### src/rtl/sig_to_double_mc.sv
// sig_to_double_mc
//   Multi-channel converter from signed SIG_W-bit integers to IEEE-754 binary64.
//   Channels are converted one after another by a single shift-normalise
//   datapath, so a request costs 2*N_CH + sum(leading zeros) + 1 cycles.
//
// Ports
//   clk_operation : single clock, rising edge
//   rst           : synchronous, active-high reset
//   enable        : conversion request, accepted only while idle
//   sig           : N_CH packed two's-complement samples, channel c at [c*SIG_W +: SIG_W]
//   double        : N_CH packed binary64 results, channel c at [c*64 +: 64]
//   ready         : one-cycle completion strobe
//   busy          : high whenever a conversion is in progress
//   state_dbg     : FSM state (IDLE=0, LOAD=1, NORM=2, STORE=3, DONE=4)
//
// Handshake: a request is taken on any rising edge where enable=1 and the FSM
// is idle (busy=0); sig is captured on that edge. enable is ignored otherwise.
// ready rises for exactly one cycle once every field of double holds the
// result of that request; there is no back-pressure on ready.

module sig_to_double_mc #(
    parameter int SIG_W = 16,
    parameter int N_CH  = 2
) (
    input  logic                   clk_operation,
    input  logic                   rst,
    input  logic                   enable,
    input  logic [N_CH*SIG_W-1:0]  sig,
    output logic [N_CH*64-1:0]     double,
    output logic                   ready,
    output logic                   busy,
    output logic [2:0]             state_dbg
);

    localparam int CH_W  = (N_CH > 1) ? $clog2(N_CH) : 1;
    localparam int CNT_W = $clog2(SIG_W);
    localparam int PAD_W = 53 - SIG_W;

    typedef enum logic [2:0] {
        IDLE  = 3'd0,
        LOAD  = 3'd1,
        NORM  = 3'd2,
        STORE = 3'd3,
        DONE  = 3'd4
    } state_t;

    state_t                 state;
    state_t                 state_nxt;
    logic [N_CH*SIG_W-1:0]  sig_q;
    logic [CH_W-1:0]        ch_idx;
    logic [SIG_W-1:0]       mag;
    logic                   sign_q;
    logic [CNT_W-1:0]       shift_cnt;

    logic [SIG_W-1:0]       cur_x;
    logic [SIG_W-1:0]       cur_mag;
    logic                   last_ch;
    logic [63:0]            result;

    // Current channel sample and its magnitude. Negating the most negative
    // value wraps to 2^(SIG_W-1), which is the correct unsigned magnitude.
    always_comb begin
        cur_x = '0;
        for (int c = 0; c < N_CH; c++) begin
            if (ch_idx == CH_W'(c)) begin
                cur_x = sig_q[c*SIG_W +: SIG_W];
            end
        end
        cur_mag = cur_x[SIG_W-1] ? (~cur_x + SIG_W'(1)) : cur_x;
        last_ch = (ch_idx == CH_W'(N_CH-1));
    end

    // Normalised magnitude has its MSB set; that bit is the implicit one and
    // the bits below it become the left-aligned fraction. Zero maps to +0.
    always_comb begin
        result = '0;
        if (mag != '0) begin
            result = {sign_q,
                      11'(1022 + SIG_W) - 11'(shift_cnt),
                      mag[SIG_W-2:0], {PAD_W{1'b0}}};
        end
    end

    always_ff @(posedge clk_operation) begin
        if (rst) begin
            state <= IDLE;
        end else begin
            state <= state_nxt;
        end
    end

    always_comb begin
        state_nxt = state;
        case (state)
            IDLE:    if (enable) state_nxt = LOAD;
            // Zero or already-normalised magnitudes need no shifting.
            LOAD:    state_nxt = (cur_mag == '0 || cur_mag[SIG_W-1]) ? STORE : NORM;
            // Leave once this shift brings a one into the MSB.
            NORM:    if (mag[SIG_W-2]) state_nxt = STORE;
            STORE:   state_nxt = last_ch ? DONE : LOAD;
            DONE:    state_nxt = IDLE;
            default: state_nxt = IDLE;
        endcase
    end

    always_ff @(posedge clk_operation) begin
        if (rst) begin
            sig_q     <= '0;
            ch_idx    <= '0;
            mag       <= '0;
            sign_q    <= 1'b0;
            shift_cnt <= '0;
            double    <= '0;
            ready     <= 1'b0;
        end else begin
            ready <= (state == DONE);
            case (state)
                IDLE: begin
                    if (enable) begin
                        sig_q  <= sig;
                        ch_idx <= '0;
                    end
                end
                LOAD: begin
                    sign_q    <= cur_x[SIG_W-1];
                    mag       <= cur_mag;
                    shift_cnt <= '0;
                end
                NORM: begin
                    mag       <= mag << 1;
                    shift_cnt <= shift_cnt + 1'b1;
                end
                STORE: begin
                    for (int c = 0; c < N_CH; c++) begin
                        if (ch_idx == CH_W'(c)) begin
                            double[c*64 +: 64] <= result;
                        end
                    end
                    if (!last_ch) begin
                        ch_idx <= ch_idx + 1'b1;
                    end
                end
                default: ;
            endcase
        end
    end

    assign busy      = (state != IDLE);
    assign state_dbg = state;

endmodule

### config.mk
export PLATFORM = sky130hd
export DESIGN_NAME = sig_to_double_mc
export DESIGN_NICKNAME = d
export VERILOG_FILES = /design/src/rtl/sig_to_double_mc.sv
export SDC_FILE = /design/constraint.sdc
export NUM_CORES = 1
export LEC_CHECK = 0
export ABC_AREA = 1
export CAP_MARGIN = 40
export CORE_MARGIN = 2
export CORE_UTILIZATION = 40
export DETAILED_ROUTE_END_ITERATION = 8
export DONT_BUFFER_PORTS = 1
export PLACE_DENSITY = 0.53
export SLEW_MARGIN = 20
export SYNTH_ARGS = -nofsm -noshare
export SYNTH_HDL_FRONTEND = slang
export SYNTH_SLANG_ARGS = --single-unit
### constraint.sdc
create_clock -name clk_operation -period 5.6 [get_ports clk_operation]
set_input_delay 1.12 -clock clk_operation [delete_from_list [all_inputs] [get_ports clk_operation]]
set_output_delay 1.12 -clock clk_operation [all_outputs]
set_load 0.03 [all_outputs]
# Word level (Yosys, flattened, before mapping)
# Cells that the tools add are included.
word_totals:
  input_bits: 35
  mem_count: 0
  latch_bits: 0
  output_inout_bits: 133
  regBits: 186
  mem_bits_rw: 0
  rom_bits: 0
  elab_cells: 46
classes:
  n_shift: 0
  n_mux: 13
  order_cmp: 0
  div: 0
  mul: 0
  eq_ne: 6
  reduce_logical: 12
  bitwise: 2
  n_addsub: 4
op_table:
  columns: ["operator", "n"]
  rows:
  - ["64-bit two-way mux", 1]
  - ["16-bit two-way mux", 2]
  - ["16-bit one-hot mux with 2 select lines", 1]
  - ["16-bit by 1-bit adder with 16-bit output (second input constant)", 1]
  - ["16-bit logical NOT", 1]
  - ["16-bit inverter", 1]
  - ["16-bit nonzero test", 1]
  - ["3-bit one-hot mux with 4 select lines", 1]
  - ["11-bit by 4-bit subtractor with 11-bit output (first input constant)", 1]
  - ["2-bit AND reduction", 5]
  - ["3-bit two-way mux", 3]
  - ["4-bit one-hot mux with 2 select lines", 1]
  - ["3-bit by 2-bit == test with 1-bit output (second input constant)", 2]
  - ["4-bit by 1-bit adder with 4-bit output (second input constant)", 1]
  - ["2-bit inequality test (second input constant)", 2]
  - ["2-bit nonzero test", 2]
  - ["3-bit by 1-bit == test with 1-bit output (second input constant)", 1]
  - ["3-bit == test (second input constant)", 1]
  - ["3-bit logical NOT", 1]
  - ["1-bit two-way mux", 3]
  - ["3-bit nonzero test", 1]
  - ["1-bit one-hot mux with 2 select lines", 1]
  - ["1-bit adder (second input constant)", 1]
  - ["1-bit logical OR", 1]
  - ["1-bit inverter", 1]

# Logic depth before layout (Yosys ltp)
logic_depth:
  depth_word: 8
  depth_mapped: 20
  ltp_nobuf: 19

# Worst setup path before layout
# Ideal clock, no wire load.
synth_timing:
  kind: "reg2out"
  startpoint: "register state[0] (netlist: state_dbg[0])"
  endpoint: "output busy"
  path_slack_ns: 3.565
  n_path_buf: 0
  required_ns: 4.480
  t_arrival_ns: 0.915
  path_stages_with_launch: 3
  path_cell_list: "dfxtp_1 -> nor2_1 -> nand2_1"
synth_via:
  elab_chain_len: 1
synth_rtl:
  columns: ["element", "line", "text"]
  rows:
  - ["start: declaration", "47", "state_t state;"]
  - ["start signal: assignment", "88", "state <= state_nxt;"]
  - ["3-bit nonzero test", "148", "assign busy = (state != IDLE);"]
  - ["end: declaration", "31", "output logic busy,"]
# No other way between the ends.

# Worst setup path in the final report
# Same ends and word-level chain as after synthesis.

==> metrics.md <==
| Metric | Value |
|---|---|
| Most used flip-flop cell after synthesis | dfxtp_1 |
| Die X | 119 um |
| Pwr Total | 2.00 mW |
| Mapped Area | 0.00530 mm^2 |
| Setup TNS | 0 ns |
| Area Growth Syn to Fin | 1.77% |
| Routed vias | 4297 |
| Relative slew margins | 41.8% |
| Chip height | 119 um |
| Synth Area in Compound Gates | 20.0% |
| # nets final | 744 |
| Synth top area share | 40.1% |
| Req. time, crit path | 4.48 ns |
| Post-CTS Hold Buffers | 0 |
| DR iter-0 viols | 216 |
| Post-synthesis sequential area ratio | 40.1% |
| Fin crit share | 47.2% |
| Fraction of layout cells with a size suffix above 1 | 7.46% |
| Final Hold Violating Endpoints | 0 |
| Simple-gate share of the synthesized area | 18.8% |
| Crit path DAT | 1.52 ns |
| Num ports | 168 |
| Setup violations, final | 0 |
| Fill cells | 1377 |
| Die area | 0.0142 mm^2 |
| H-Tree Depth | 3 |
| Adder and majority gate portion of the synthesized area | 0.945% |
| Initial antenna violation count | 0 |
| N_diodes | 0 |
| Synthesis-stage register bit count | 106 |
| Post-route ant nets | 0 |
| Mux share of post-synthesis cell area | 0% |
| Synth area leaders | dfxtp_1 (40%), buf_4 (11%), nand2_1 (9.3%), o21ai_0 (8.7%), a21oi_1 (7.7%) |
| Post-synthesis xor/xnor area fraction | 0% |
| Achievable frequency | 378 MHz |
| Maximum fanout along the worst path | 5 |
| Port-buffer cells | 0 |
| Ys Warns | 0 |
| Worst setup SP type | flop |
| Least-Margin Pin Slew | 0.872 ns |
| Cells after Synth | 730 |
| Clock Path Buffers | 2 |
| # Max-Cap Violations | 0 |
| DPL Wire Length | 8260 um |
| PwrDens | 371 mW/mm^2 |
| Worst hold path type | reg -> reg |
| Final Util | 41.2% |
| Fraction of registers with async set/reset | 0% |
| Clock Skew | 0.0117 ns |
| Postcts setup bufs | 0 |
| GRT overflow | 0 |
| Netlist cell types | 33 |
| Clk_lat worst skew | 0.35 ns |
| Vias in the first global route | 4001 |
| Worst VDD drop | 0.147 mV |
| Largest family of logic cells by synthesized area | buffers and inverters |
| Routed len/inst | 13.1 um |
| Total Wirelength | 11600 um |
| Row count | 42 |
| Root Driver | clkbuf_16 |
| Leakage | 2.31 nW |
| Commonest non-fill, non-tap cell in the layout | nand2_1 |
| Status | completed |
| Clock transition at path regs | 0.08 ns |
| RSZ-0062 raised after global routing | no |
| Commonest non-fill, non-tap cells in the layout | nand2_1 (131), dfxtp_1 (106), o21ai_0 (92) |
| DR vias/cell | 4.85 |
| Syn Area/Cell | 7.25 um^2 |
| CTS tree | built |
| Resize count post-CTS | 0 |
| CTS Buf Count | 9 |
| Core area | 0.0131 mm^2 |
| Max Slew Vio Count | 0 |
| # DRC | 0 |
| Crit path capture type | primary output |
| Placer Congestion | 0.831 |
| Post-synth EDFFs | 0 |
| CTS Sinks | 106 |
| CP Class | reg -> out |
| Largest area contributor in the netlist | dfxtp_1 |
| Gr usage total | 16.5% |
| Largest net degree at the start of global routing | 51 |
| Fin crit period | 2.64 ns |
| Drt first pass iters | 4 |
| Initial Utilization | 40.5% |
| First-pass GRT wire length | 19100 um |
-- path summary, 6_finish.rpt --
check,from,end,slack (ns),cells past startpoint
hold / removal,sig_q[23],sig_q[23],0.45,2
setup / recovery,state_dbg[0],busy,2.96,2
setup reg to reg,ch_idx,state_dbg[0],2.96,20
hold reg to reg,sig_q[23],sig_q[23],0.45,2
-- kinds of logic after synthesis --
logic type | Yosys count
adder cells (fa/ha/maj) | 4
buffers and inverters | 192
AND/OR/NAND/NOR | 226
other | 1
flip-flops | 106
AO/OA/AOI/OAI | 201
-- through the flow --
step / instances / hold slack, ns / setup slack, ns / cell area (um^2)
floorplan: 803 / 0.420 / 3.57 / 5570
global placement: 866 / 0.440 / 2.90 / 5050
detailed placement: 868 / 0.438 / 2.98 / 5080
CTS: 884 / 0.451 / 2.97 / 5370
global route: 886 / 0.467 / 2.62 / 5390
finish: 886 / 0.449 / 2.96 / 5390
-- synth_stat cells, types with 12 or more instances --
cell / number
nand2_2: 12
nand2_1: 131
a31oi_1: 15
o21ai_0: 92
a21oi_1: 81
dfxtp_1: 106
nor2_1: 31
inv_1: 69
buf_4: 81
nand3_1: 34
clkbuf_1: 30
-- per-layer routing --
metal | track usage, % | part of all wire (%) | vias to the layer above
li1 | - | - | 2173
met1 | 20.7 | 45 | 1980
met2 | 27.6 | 47 | 130
met4 | 5.73 | 1.7 | 0
met3 | 4.31 | 5.5 | 14
met5 | 0 | 0 | -
-- state kept, by name, indices dropped and copies added (netlist names) --
| signal | flops |
|---|---|
| double | 48 |
| mag | 16 |
| shift_cnt | 4 |
| ch_idx | 1 |
| ready | 1 |
| sign_q | 1 |
| sig_q | 32 |
| state_dbg | 3 |
-- power by group --
| group | leakage (nW) | switching, mW | total [mW] | internal (mW) |
|---|---|---|---|---|
| logic | 1.31 | 0.358 | 0.488 | 0.130 |
| registers | 0.864 | 0.0781 | 0.894 | 0.816 |
| clock network | 0.138 | 0.303 | 0.616 | 0.313 |
| total | 2.31 | 0.739 | 2.00 | 1.26 |
-- layout make-up --
cell class / count / area [um^2] / area share (%)
clock buffer: 10 / 229 / 4.25
clock inverter: 6 / 61.3 / 1.14
inverter: 75 / 282 / 5.22
multi-input combinational: 505 / 2390 / 44.4
sequential: 106 / 2120 / 39.4
tap: 176 / 220 / 4.09
timing repair buffer: 8 / 80.1 / 1.49
-- worst max-delay path, cell delays in order, from the launching register on --
cell     delay [ns]
dfxtp_1        0.64
nor2_1         0.20
nand2_1        0.33
No activity file was read; power rests on OpenSTA's default activity.
